File: config.mk
export PLATFORM = sky130hd
export DESIGN_NAME = ysyx_25040129_csr_seq
export DESIGN_NICKNAME = d
export VERILOG_FILES = /design/src/rtl/ysyx_25040129_csr_seq_pkg.sv /design/src/rtl/ysyx_25040129_csr_alu.sv /design/src/rtl/ysyx_25040129_csr_seq.sv
export SDC_FILE = /design/constraint.sdc
export NUM_CORES = 1
export LEC_CHECK = 0
export BUFFER_PORTS_ARGS = -buffer_cell sky130_fd_sc_hd__buf_4
export CAP_MARGIN = 10
export CORE_ASPECT_RATIO = 0.75
export CORE_MARGIN = 1.5
export CORE_UTILIZATION = 46
export DETAILED_ROUTE_END_ITERATION = 10
export PLACE_DENSITY = 0.83
export SLEW_MARGIN = 20
export SYNTH_ARGS = -nofsm -noshare
export SYNTH_HDL_FRONTEND = slang
export SYNTH_HIERARCHICAL = 1
export SYNTH_SLANG_ARGS = --single-unit
File: constraint.sdc
create_clock -name clk -period 3.1 [get_ports clk]
set_input_delay 0.465 -clock clk [delete_from_list [all_inputs] [get_ports clk]]
set_output_delay 0.465 -clock clk [all_outputs]
set_load 0.005 [all_outputs]
File: src/rtl/ysyx_25040129_csr_seq_pkg.sv
// ysyx_25040129_csr_seq_pkg: op codes, CSR addresses and helpers shared by the CSR sequencer.
`default_nettype none

package ysyx_25040129_csr_seq_pkg;

  localparam int CSR_DIG = 12;

  typedef enum logic [2:0] {
    OP_CSRRW  = 3'd0,
    OP_CSRRS  = 3'd1,
    OP_CSRRC  = 3'd2,
    OP_ECALL  = 3'd3,
    OP_CSRRWI = 3'd4,
    OP_CSRRSI = 3'd5,
    OP_CSRRCI = 3'd6,
    OP_MRET   = 3'd7
  } csr_op_e;

  localparam logic [CSR_DIG-1:0] CSR_MSTATUS   = 12'h300;
  localparam logic [CSR_DIG-1:0] CSR_MTVEC     = 12'h305;
  localparam logic [CSR_DIG-1:0] CSR_MEPC      = 12'h341;
  localparam logic [CSR_DIG-1:0] CSR_MCAUSE    = 12'h342;
  localparam logic [CSR_DIG-1:0] CSR_MVENDORID = 12'hF11;
  localparam logic [CSR_DIG-1:0] CSR_MARCHID   = 12'hF12;

  localparam logic [31:0] CAUSE_ECALL_M = 32'd11;

  function automatic logic is_read_only(input logic [CSR_DIG-1:0] addr);
    return (addr == CSR_MVENDORID) || (addr == CSR_MARCHID);
  endfunction

  // Immediate forms carry zimm in the rs1 field; ECALL/MRET have no operand.
  function automatic logic is_imm_op(input logic [2:0] op);
    return (op == OP_CSRRWI) || (op == OP_CSRRSI) || (op == OP_CSRRCI);
  endfunction

endpackage

`default_nettype wire

File: src/rtl/ysyx_25040129_csr_alu.sv
// ysyx_25040129_csr_alu: new CSR value and write-enable for one CSR read-modify-write.
`default_nettype none

module ysyx_25040129_csr_alu
  import ysyx_25040129_csr_seq_pkg::*;
(
  input  logic [2:0]         op,
  input  logic [CSR_DIG-1:0] addr,
  input  logic [4:0]         rs1_idx,
  input  logic [31:0]        old_val,
  input  logic [31:0]        operand,
  output logic [31:0]        new_val,
  output logic               write_en
);

  always_comb begin
    new_val  = old_val;
    write_en = 1'b0;
    case (op)
      OP_CSRRW, OP_CSRRWI: begin
        new_val  = operand;
        write_en = 1'b1;
      end
      // Set/clear with x0 (or zimm 0) is a pure read.
      OP_CSRRS, OP_CSRRSI: begin
        new_val  = old_val | operand;
        write_en = (rs1_idx != 5'd0);
      end
      OP_CSRRC, OP_CSRRCI: begin
        new_val  = old_val & ~operand;
        write_en = (rs1_idx != 5'd0);
      end
      default: begin
        new_val  = old_val;
        write_en = 1'b0;
      end
    endcase
    if (is_read_only(addr)) write_en = 1'b0;
  end

endmodule

`default_nettype wire

File: src/rtl/ysyx_25040129_csr_seq.sv
// ysyx_25040129_csr_seq: one-at-a-time CSR instruction sequencer driving a single-port CSR file.
`default_nettype none

module ysyx_25040129_csr_seq
  import ysyx_25040129_csr_seq_pkg::*;
(
  input  logic               clk,
  input  logic               rst,
  input  logic               in_valid,
  output logic               in_ready,
  input  logic [2:0]         in_op,
  input  logic [CSR_DIG-1:0] in_csr_addr,
  input  logic [4:0]         in_rs1_idx,
  input  logic [31:0]        in_rs1_data,
  input  logic [31:0]        in_pc,
  output logic               out_valid,
  input  logic               out_ready,
  output logic [31:0]        out_rd_data,
  output logic               out_redirect,
  output logic [31:0]        out_redirect_pc,
  output logic [CSR_DIG-1:0] csr_read_addr,
  input  logic [31:0]        csr_out,
  output logic               csr_write,
  output logic [CSR_DIG-1:0] csr_write_addr,
  output logic [31:0]        csr_data
);

  typedef enum logic [2:0] {
    S_IDLE  = 3'd0,
    S_EXEC  = 3'd1,
    S_EPC   = 3'd2,
    S_CAUSE = 3'd3,
    S_VEC   = 3'd4,
    S_RET   = 3'd5,
    S_DONE  = 3'd6
  } state_e;

  state_e             state;
  logic [2:0]         op_q;
  logic [CSR_DIG-1:0] addr_q;
  logic [4:0]         rs1_idx_q;
  logic [31:0]        operand_q;
  logic [31:0]        pc_q;

  logic [31:0]        alu_new;
  logic               alu_we;

  ysyx_25040129_csr_alu u_alu (
    .op       (op_q),
    .addr     (addr_q),
    .rs1_idx  (rs1_idx_q),
    .old_val  (csr_out),
    .operand  (operand_q),
    .new_val  (alu_new),
    .write_en (alu_we)
  );

  assign in_ready  = (state == S_IDLE) && !rst;
  assign out_valid = (state == S_DONE);

  // CSR port is driven straight from the state so the old value read in EXEC
  // feeds the write data of the same cycle.
  always_comb begin
    csr_read_addr  = '0;
    csr_write      = 1'b0;
    csr_write_addr = '0;
    csr_data       = '0;
    case (state)
      S_EXEC: begin
        csr_read_addr = addr_q;
        if (alu_we) begin
          csr_write      = 1'b1;
          csr_write_addr = addr_q;
          csr_data       = alu_new;
        end
      end
      S_EPC: begin
        csr_write      = 1'b1;
        csr_write_addr = CSR_MEPC;
        csr_data       = pc_q;
      end
      S_CAUSE: begin
        csr_write      = 1'b1;
        csr_write_addr = CSR_MCAUSE;
        csr_data       = CAUSE_ECALL_M;
      end
      S_VEC:   csr_read_addr = CSR_MTVEC;
      S_RET:   csr_read_addr = CSR_MEPC;
      default: csr_read_addr = '0;
    endcase
    if (rst) csr_write = 1'b0;
  end

  always_ff @(posedge clk) begin
    if (rst) begin
      state           <= S_IDLE;
      op_q            <= 3'd0;
      addr_q          <= '0;
      rs1_idx_q       <= 5'd0;
      operand_q       <= 32'd0;
      pc_q            <= 32'd0;
      out_rd_data     <= 32'd0;
      out_redirect    <= 1'b0;
      out_redirect_pc <= 32'd0;
    end else begin
      case (state)
        S_IDLE: begin
          if (in_valid) begin
            op_q            <= in_op;
            addr_q          <= in_csr_addr;
            rs1_idx_q       <= in_rs1_idx;
            operand_q       <= is_imm_op(in_op) ? {27'd0, in_rs1_idx} : in_rs1_data;
            pc_q            <= in_pc;
            out_rd_data     <= 32'd0;
            out_redirect    <= 1'b0;
            out_redirect_pc <= 32'd0;
            case (in_op)
              OP_CSRRW, OP_CSRRS, OP_CSRRC,
              OP_CSRRWI, OP_CSRRSI, OP_CSRRCI: state <= S_EXEC;
              OP_ECALL:                        state <= S_EPC;
              OP_MRET:                         state <= S_RET;
              default:                         state <= S_DONE;
            endcase
          end
        end
        S_EXEC: begin
          out_rd_data <= csr_out;
          state       <= S_DONE;
        end
        S_EPC:   state <= S_CAUSE;
        S_CAUSE: state <= S_VEC;
        S_VEC, S_RET: begin
          out_redirect_pc <= csr_out;
          out_redirect    <= 1'b1;
          state           <= S_DONE;
        end
        S_DONE: begin
          if (out_ready) state <= S_IDLE;
        end
        default: state <= S_IDLE;
      endcase
    end
  end

endmodule

`default_nettype wire

==> results of run 1 <==
[stage by stage]
| step | std cells | hold slack (ps) | TNS [ps] | util |
|---|---|---|---|---|
| floorplan | 823 | 431 | 0 | - |
| global placement | 1183 | 439 | 0 | 0.614 |
| detailed placement | 1183 | 444 | 0 | 0.614 |
| CTS | 1215 | 283 | 0 | 0.655 |
| global route | 1215 | 286 | -1.91 | 0.657 |
| finish | 1215 | 297 | 0 | 0.657 |
[placed cells by master, fill, tap and decap left out, types with 5 or more instances in the layout]
master	instances
inv_6	6
nor2_1	15
and2_1	15
dfxtp_1	150
a21oi_1	118
a211oi_1	6
a22o_1	61
clkbuf_16	17
nand2_1	199
nand2b_1	36
nand3_1	59
a21o_1	5
o22ai_1	31
buf_4	257
mux2i_1	5
[worst max path at each step]
stage                     slack, ps           end  cells past startpoint                      start
after floorplan                 610  csr_data[10]                      7       op_q[0]$_SDFFE_PP0P_
final                           130  csr_data[30]                      8  rs1_idx_q[0]$_SDFFE_PP0P_
after detailed placement        570  csr_data[11]                      9       op_q[0]$_SDFFE_PP0P_
after global routing             -2  csr_data[30]                      8  rs1_idx_q[0]$_SDFFE_PP0P_
after global placement          630  csr_data[21]                      8  rs1_idx_q[0]$_SDFFE_PP0P_
after CTS                       140  csr_data[11]                      9       op_q[0]$_SDFFE_PP0P_
[worst max-delay path, stage by stage, from the launching register on]
cell and delay (ps):
dfxtp_1 310, or4_1 510, o21ai_1 190, a221oi_2 90, buf_4 180, and4bb_2 260, buf_8 170, a22o_1 250
buf_4 140
[power groups by stage]
stage               combinational (mW)  clock, mW  sequential (mW)
finish                            1.47       2.04             2.26
global route                      1.61       2.16             2.28
CTS                               1.45       2.06             2.26
detailed placement                1.45          0             2.30
global placement                  1.43          0             2.30
floorplan                        0.848          0             2.27
[sequential cells by signal (all words and copies together), names as in the netlist]
register and cells:
operand_q 32, out_rd_data 32, op_q 2, addr_q 12, pc_q 32, rs1_idx_q 5, state 3, out_redirect 1
out_redirect_pc 32
[final cells by class]
type / count / area (um^2) / share of cell area
Multi-Input combinational cell: 591 / 3240 / 0.356
Sequential cell: 151 / 3020 / 0.332
Timing Repair Buffer: 262 / 2020 / 0.222
Clock buffer: 18 / 439 / 0.0483
Tap cell: 175 / 219 / 0.0241
Clock inverter: 14 / 138 / 0.0151
Inverter: 4 / 15.0 / 0.00165
[metal layers]
layer / track usage / up-vias / share of wire
met5: 0 / - / 0
met2: 0.441 / 296 / 0.44
met1: 0.411 / 3216 / 0.44
met3: 0.100 / 12 / 0.11
met4: 0.0565 / 0 / 0.0066
li1: - / 3266 / -
==> results.txt, run 1 <==
* Total power after layout: 5.77 mW
* Post-route ant nets: 0
- The filler cells instantiated in the layout total 1,184.
* Worst relative slew slack: 0.313
- The H-tree was split into 4 levels.
- Derived from the worst setup path, the maximum achievable clock frequency is 0.336 GHz.
* Number of setup violations in the final report: 0
- The initial utilization of the core area, before any placement, comes to 0.476.
* Tmin final: 2970 ps
- Switching share of power: 0.321
- Worst R2R Setup Slack: 940 ps
- Library cell used as clock root buffer: clkbuf_16
* Wire per inst: 18.4 um
* Initial detailed-routing violation count: 522
* Relative contribution of sequential cells to total power: 0.392
- Once detailed placement completed, the half-perimeter wirelength came to 15,700 um.
- Number of nets in the layout: 1,151
* Endpoint kind of the worst setup timing path: output port
- For this design the top-level I/O count stands at 244.
- Via count of the first global-routing pass: 6,149
* Residual DRC count: 0
- Routability congestion estimate from global placement: 0.888
* Number of antenna violations at the first check in global routing: 0
- Net switching power: 1.85 mW
- The max-slew violation total from the final report is 0.
- Mean Syn Cell Area: 8.01 um^2
- Class of the most critical hold timing path: in -> reg
- Startpoint class of the critical path: register
- In the post-route analysis, the smallest setup slack over all paths is 127 ps.
* Floorplan core area: 13,800 um^2
* Height of the die: 107 um
* Global router's overall resource usage: 0.294
* Beginning of the worst hold path: in_csr_addr[11]
- Wire length of the first global-routing pass: 34,200 um
* Worst Path Arrival: 2510 ps
- The number of antenna diodes in the final layout is 0.
- After detailed routing, the number of vias per cell comes to 5.59.
- Of the cells placed in the final design, the portion with a size suffix greater than 1 is 0.297.
- TritonCTS built the clock tree.
- The floorplan step set the die width to 141 um.
- Post-detailed-placement cell area: 8490 um^2
* Maximum number of pins on one net before global-route repair: 89
- First-pass detailed-route iteration total: 5
- The run finished with clean final reports.
- Cell depth of the worst min-delay path: 3
- Std-Cell Rows: 37
- In this run the power density over the cells is 634 nW/um^2.
- In this run the critical register-to-register path is captured at out_redirect$_SDFFE_PP0P_.
- Clock tree synthesis inserted a total of 17 buffers.
- During placement, the flow inserted port buffers numbering 243.
- Before CTS, the worst setup slack after placement is 572 ps.
* Area growth syn-to-layout: 38.1%
* Post-route standard cell area excluding fillers: 9100 um^2
* Clock latency of the later-clocked register in the worst-skew pair: 410 ps
- The share of total power dissipated in the clock network is 0.353.
- For the worst flop-to-flop path, the logic depth is 5.
* Total number of clock tree sinks: 151
* Post-synthesis cell area: 6590 um^2
* Synth warnings: 6
- Total setup buffers inserted after CTS: 0
- Across the run, the number of max-cap violations was 0.
* Synthesized Nets: 947
- In this run the critical register-to-register path is launched from state[2]$_SDFFE_PP0P_.
- The die covers 15,100 um^2.
- For this design the static power due to leakage is 3.93 nW.
* Tcrit/Tclk final: 0.959
- Residual overflow from global routing: 0
* Number of instances in the synthesized netlist: 823
- Resized cells post-CTS: 0
- Transition at the pin with the smallest max-transition slack: 1030 ps
* Crit path kind: reg -> out
* Endpoint required time on the critical path: 2630 ps
- The final-report hold violation count is 0.
- Via total after detailed routing: 6,790
- Largest buffer count on any clock path: 2
- Design internal power: 3.92 mW
* Total detailed-routing wirelength: 22,300 um
- IR analysis of the VDD net gives a maximum drop of 0.379 mV.
* Clock skew: 10.2 ps
* Combinational fraction of design power: 0.255
- For this design, the CTS-stage hold fixing added 0 buffers.
- After clock tree synthesis, the clock-pin slew on the worst setup and hold paths is 70 ps.
* Hold EP: addr_q[11]$_SDFFE_PP0P_
- Of all nets on the critical path, the largest fanout is 20.
(Power assumes the default switching activity.)
==> inputs of run 2 (changes only) <==
--- a/config.mk
+++ b/config.mk
@@ -9,9 +9,10 @@
 export CAP_MARGIN = 10
 export CORE_ASPECT_RATIO = 0.75
 export CORE_MARGIN = 1.5
-export CORE_UTILIZATION = 46
+export CORE_UTILIZATION = 45
 export DETAILED_ROUTE_END_ITERATION = 10
-export PLACE_DENSITY = 0.83
+export HOLD_SLACK_MARGIN = 0.06
+export PLACE_DENSITY = 0.85
 export SLEW_MARGIN = 20
 export SYNTH_ARGS = -nofsm -noshare
 export SYNTH_HDL_FRONTEND = slang
==> constraint.sdc (replaced) <==
create_clock -name clk -period 2.4 [get_ports clk]
set_input_delay 0.36 -clock clk [delete_from_list [all_inputs] [get_ports clk]]
set_output_delay 0.36 -clock clk [all_outputs]
set_load 0.005 [all_outputs]
==> results.txt, run 2 (synthesized netlist as in run 1, its figures left out) <==
- Transition at the pin with the smallest max-transition slack: 856 ps (was 1030 ps)
- Tmin final: 2750 ps
* Clk slew on worst S/H paths: 60 ps (was 70 ps)
- Fraction of the core area covered by cells at the end of the flow: 0.661 (was 0.657)
- Post-detailed-placement cell area: 8590 um^2 (was 8490 um^2)
- First-pass detailed-route iteration total: 5 (unchanged)
* Post-route standard cell area excluding fillers: 9520 um^2 (was 9100 um^2)
- Most used cells in the layout excluding fill and tap cells: buf_4, nand2_1, dfxtp_1 (unchanged)
* Relative contribution of sequential cells to total power: 0.375 (was 0.392)
- Tcrit/Tclk final: 1.15
* Vias per cell: 5.57 (was 5.59)
- Final hold vios: 0 (unchanged)
* Endpoint kind of the worst setup timing path: output port (unchanged)
- Setup repair after global routing could not meet its margin everywhere.
- Slowest library cell on the worst path: or4_4 (was or4_1)
* Htree depth: 4 (unchanged)
- Residual overflow from global routing: 0 (unchanged)
* Floorplan core area: 14,400 um^2 (was 13,800 um^2)
- The post-route DRC violation count is 0 (unchanged).
- The maximum cell stage delay along the critical path came to 550 ps (was 510 ps).
* Global router's overall resource usage: 0.296 (was 0.294)
- Number of antenna violations at the first check in global routing: 0 (unchanged)
* Largest buffer count on any clock path: 2 (unchanged)
* Power Density: 824 nW/um^2 (was 634 nW/um^2)
* Max FO, Critical Path: 7 (was 20)
* Count of buffers inserted at the top-level ports: 243 (unchanged)
* Initial detailed-routing violation count: 617 (was 522)
- The first-pass GRT wire length came to 34,600 um (was 34,200 um).
- The relative contribution of the clock network to total power came to 0.357 (was 0.353).
- Worst R2R Setup Slack: 350 ps (was 940 ps)
* Violations in the final reports: negative setup slack
- The final wirelength was 23,300 um (was 22,300 um).
- Most common cell after layout, fill and taps aside: buf_4 (unchanged)
- Starting density of the core: 0.457 (was 0.476)
* Hold slack final: 187 ps (was 297 ps)
- The part of the total power dissipated in combinational logic is 0.269 (was 0.255).
* Crit path kind: reg -> out (unchanged)
- Width of the die: 143 um (was 141 um)
* Fraction of layout instances using a drive strength above 1: 0.331 (was 0.297)
- For this run, the top clock speed supported by timing is 0.363 GHz.
- Design internal power: 5.36 mW (was 3.92 mW)
- The layout overhead on the synthesized area is 44.5% (was 38.1%).
* Ordered cell list for the critical path: or4_4, o21ai_4, a221oi_4, and4bb_4, clkbuf_16, a22o_1, buf_4 (was or4_1, o21ai_1, a221oi_2, buf_4, and4bb_2, buf_8, a22o_1, buf_4)
* Worst vdd ir: 0.510 mV (was 0.379 mV)
- The cell at the root of the clock tree is clkbuf_16 (unchanged).
* Maximum number of pins on one net before global-route repair: 79 (was 89)
* Number of setup violations in the final report: 45 (was 0)
- Number of nets in the layout: 1,165 (was 1,151)
- Worst relative slew slack: 0.430 (was 0.313)
* Count of hold buffers inserted by post-cts repair: 0 (unchanged)
- The I/O pin total is 244 (unchanged).
* Count of maximum capacitance violations: 0 (unchanged)
* Std-Cell Rows: 38 (was 37)
* Height of the die: 108 um (was 107 um)
- Leakage dissipation: 4.07 nW (was 3.93 nW)
* Worst Path Arrival: 2390 ps (was 2510 ps)
- Endpoint required time on the critical path: 2040 ps (was 2630 ps)
- Number of buffers created by CTS: 17 (unchanged)
- The number of nets still failing antenna checks after routing was 0 (unchanged).
- The max-slew violation total from the final report came to 0 (unchanged).
- The source-to-sink clock delay at the later pin of the worst-skew pair is 410 ps (about the same).
* Post-route worst setup slack: -353 ps (was 127 ps)
- Run status: finished, violations left (was finished, final reports clean).
- The average wire per standard cell is 18.6 um (was 18.4 um).
- Post-detail-place hpwl: 15,800 um (was 15,700 um)
- The switching power of the nets was 2.48 mW (was 1.85 mW).
* Switching share of power: 0.316 (was 0.321)
* Routability congestion estimate from global placement: 0.875 (was 0.888)
- Clock skew: 7.54 ps (was 10.2 ps)
- The clock sink count is 151 (unchanged).
- Startpoint class of the critical path: register (unchanged)
- The class of the worst hold path is in -> reg (unchanged).
- The total number of vias is 6,979 (was 6,790).
- The number of diodes is 0 (unchanged).
* Die footprint: 15,400 um^2 (was 15,100 um^2)
- The clock tree from TritonCTS is done (unchanged).
- The number of global-route vias before repair was 6,295 (was 6,149).
## run 2: cell count changes in the layout (fill, tap and decap cells not counted), moves of 4 or more
| cell | change |
|---|---|
| dfxtp_1 | -4 |
| and2_4 | +7 |
| nand2_1 | -5 |
| and2_1 | -7 |
| dfxtp_2 | +4 |
| buf_4 | -4 |
| buf_6 | +15 |
## run 2: area by class of cell
| type | instances | area [um^2] |
|---|---|---|
| tap | 200 | 250 |
| inverter | 4 | 15.0 |
| fill | 1201 | 4880 |
| sequential | 151 | 3030 |
| multi-input combinational | 591 | 3370 |
| clock inverter | 15 | 189 |
| clock buffer | 17 | 425 |
| timing repair buffer | 276 | 2240 |
## run 2: repair_timing
item,CTS,global route
cloned,2,1
setup buffers,4,1
endpoints found under the setup margin,45,45
hold endpoints to repair,0,0
resized for setup,25,32
pin swaps,10,24
## run 2: power groups by stage
stage / Sequential [mW] / Combinational, mW / Clock [mW]
floorplan: 2.93 / 1.09 / 0
global route: 2.97 / 2.28 / 2.97
global placement: 2.97 / 1.85 / 0
detailed placement: 2.98 / 1.89 / 0
finish: 2.94 / 2.11 / 2.80
CTS: 2.93 / 2.00 / 2.83
## run 2: path summary, 6_finish.rpt
path                            depth (start not counted)                            to                  startpoint
worst max-delay path                                    7                  csr_data[19]   rs1_idx_q[3]$_SDFFE_PP0P_
worst min-delay path                                    2  out_rd_data[12]$_SDFFE_PP0P_                 csr_out[12]
worst max register to register                          4     rs1_idx_q[2]$_SDFFE_PP0P_       state[2]$_SDFFE_PP0P_
worst min register to register                          2    operand_q[15]$_SDFFE_PP0P_  operand_q[15]$_SDFFE_PP0P_
## run 2: routing by layer
| layer | wire length (um) | global-route usage |
|---|---|---|
| met4 | 404 | 0.0847 |
| met5 | 0 | 0 |
| met3 | 2320 | 0.0881 |
| met1 | 10100 | 0.406 |
| met2 | 10500 | 0.447 |
## run 2: through the flow
step                      total power, mW  setup TNS, ps  worst slack [ps]  instances
after floorplan                      4.03              0              11.6        823
after global placement               4.83              0               137       1215
after detailed placement             4.87              0              55.8       1215
after CTS                            7.75         -13310              -340       1253
after global routing                 8.21         -16510              -416       1254
final                                7.85         -13690              -353       1254
## run 2: worst max-delay path: cells and delay by family, from the launching register on
kind	cells	cell delay (ps)
and+or+nand+nor	2	860
AOI/OAI and AO/OA	3	470
DFF	1	320
buffers and inverters	2	320
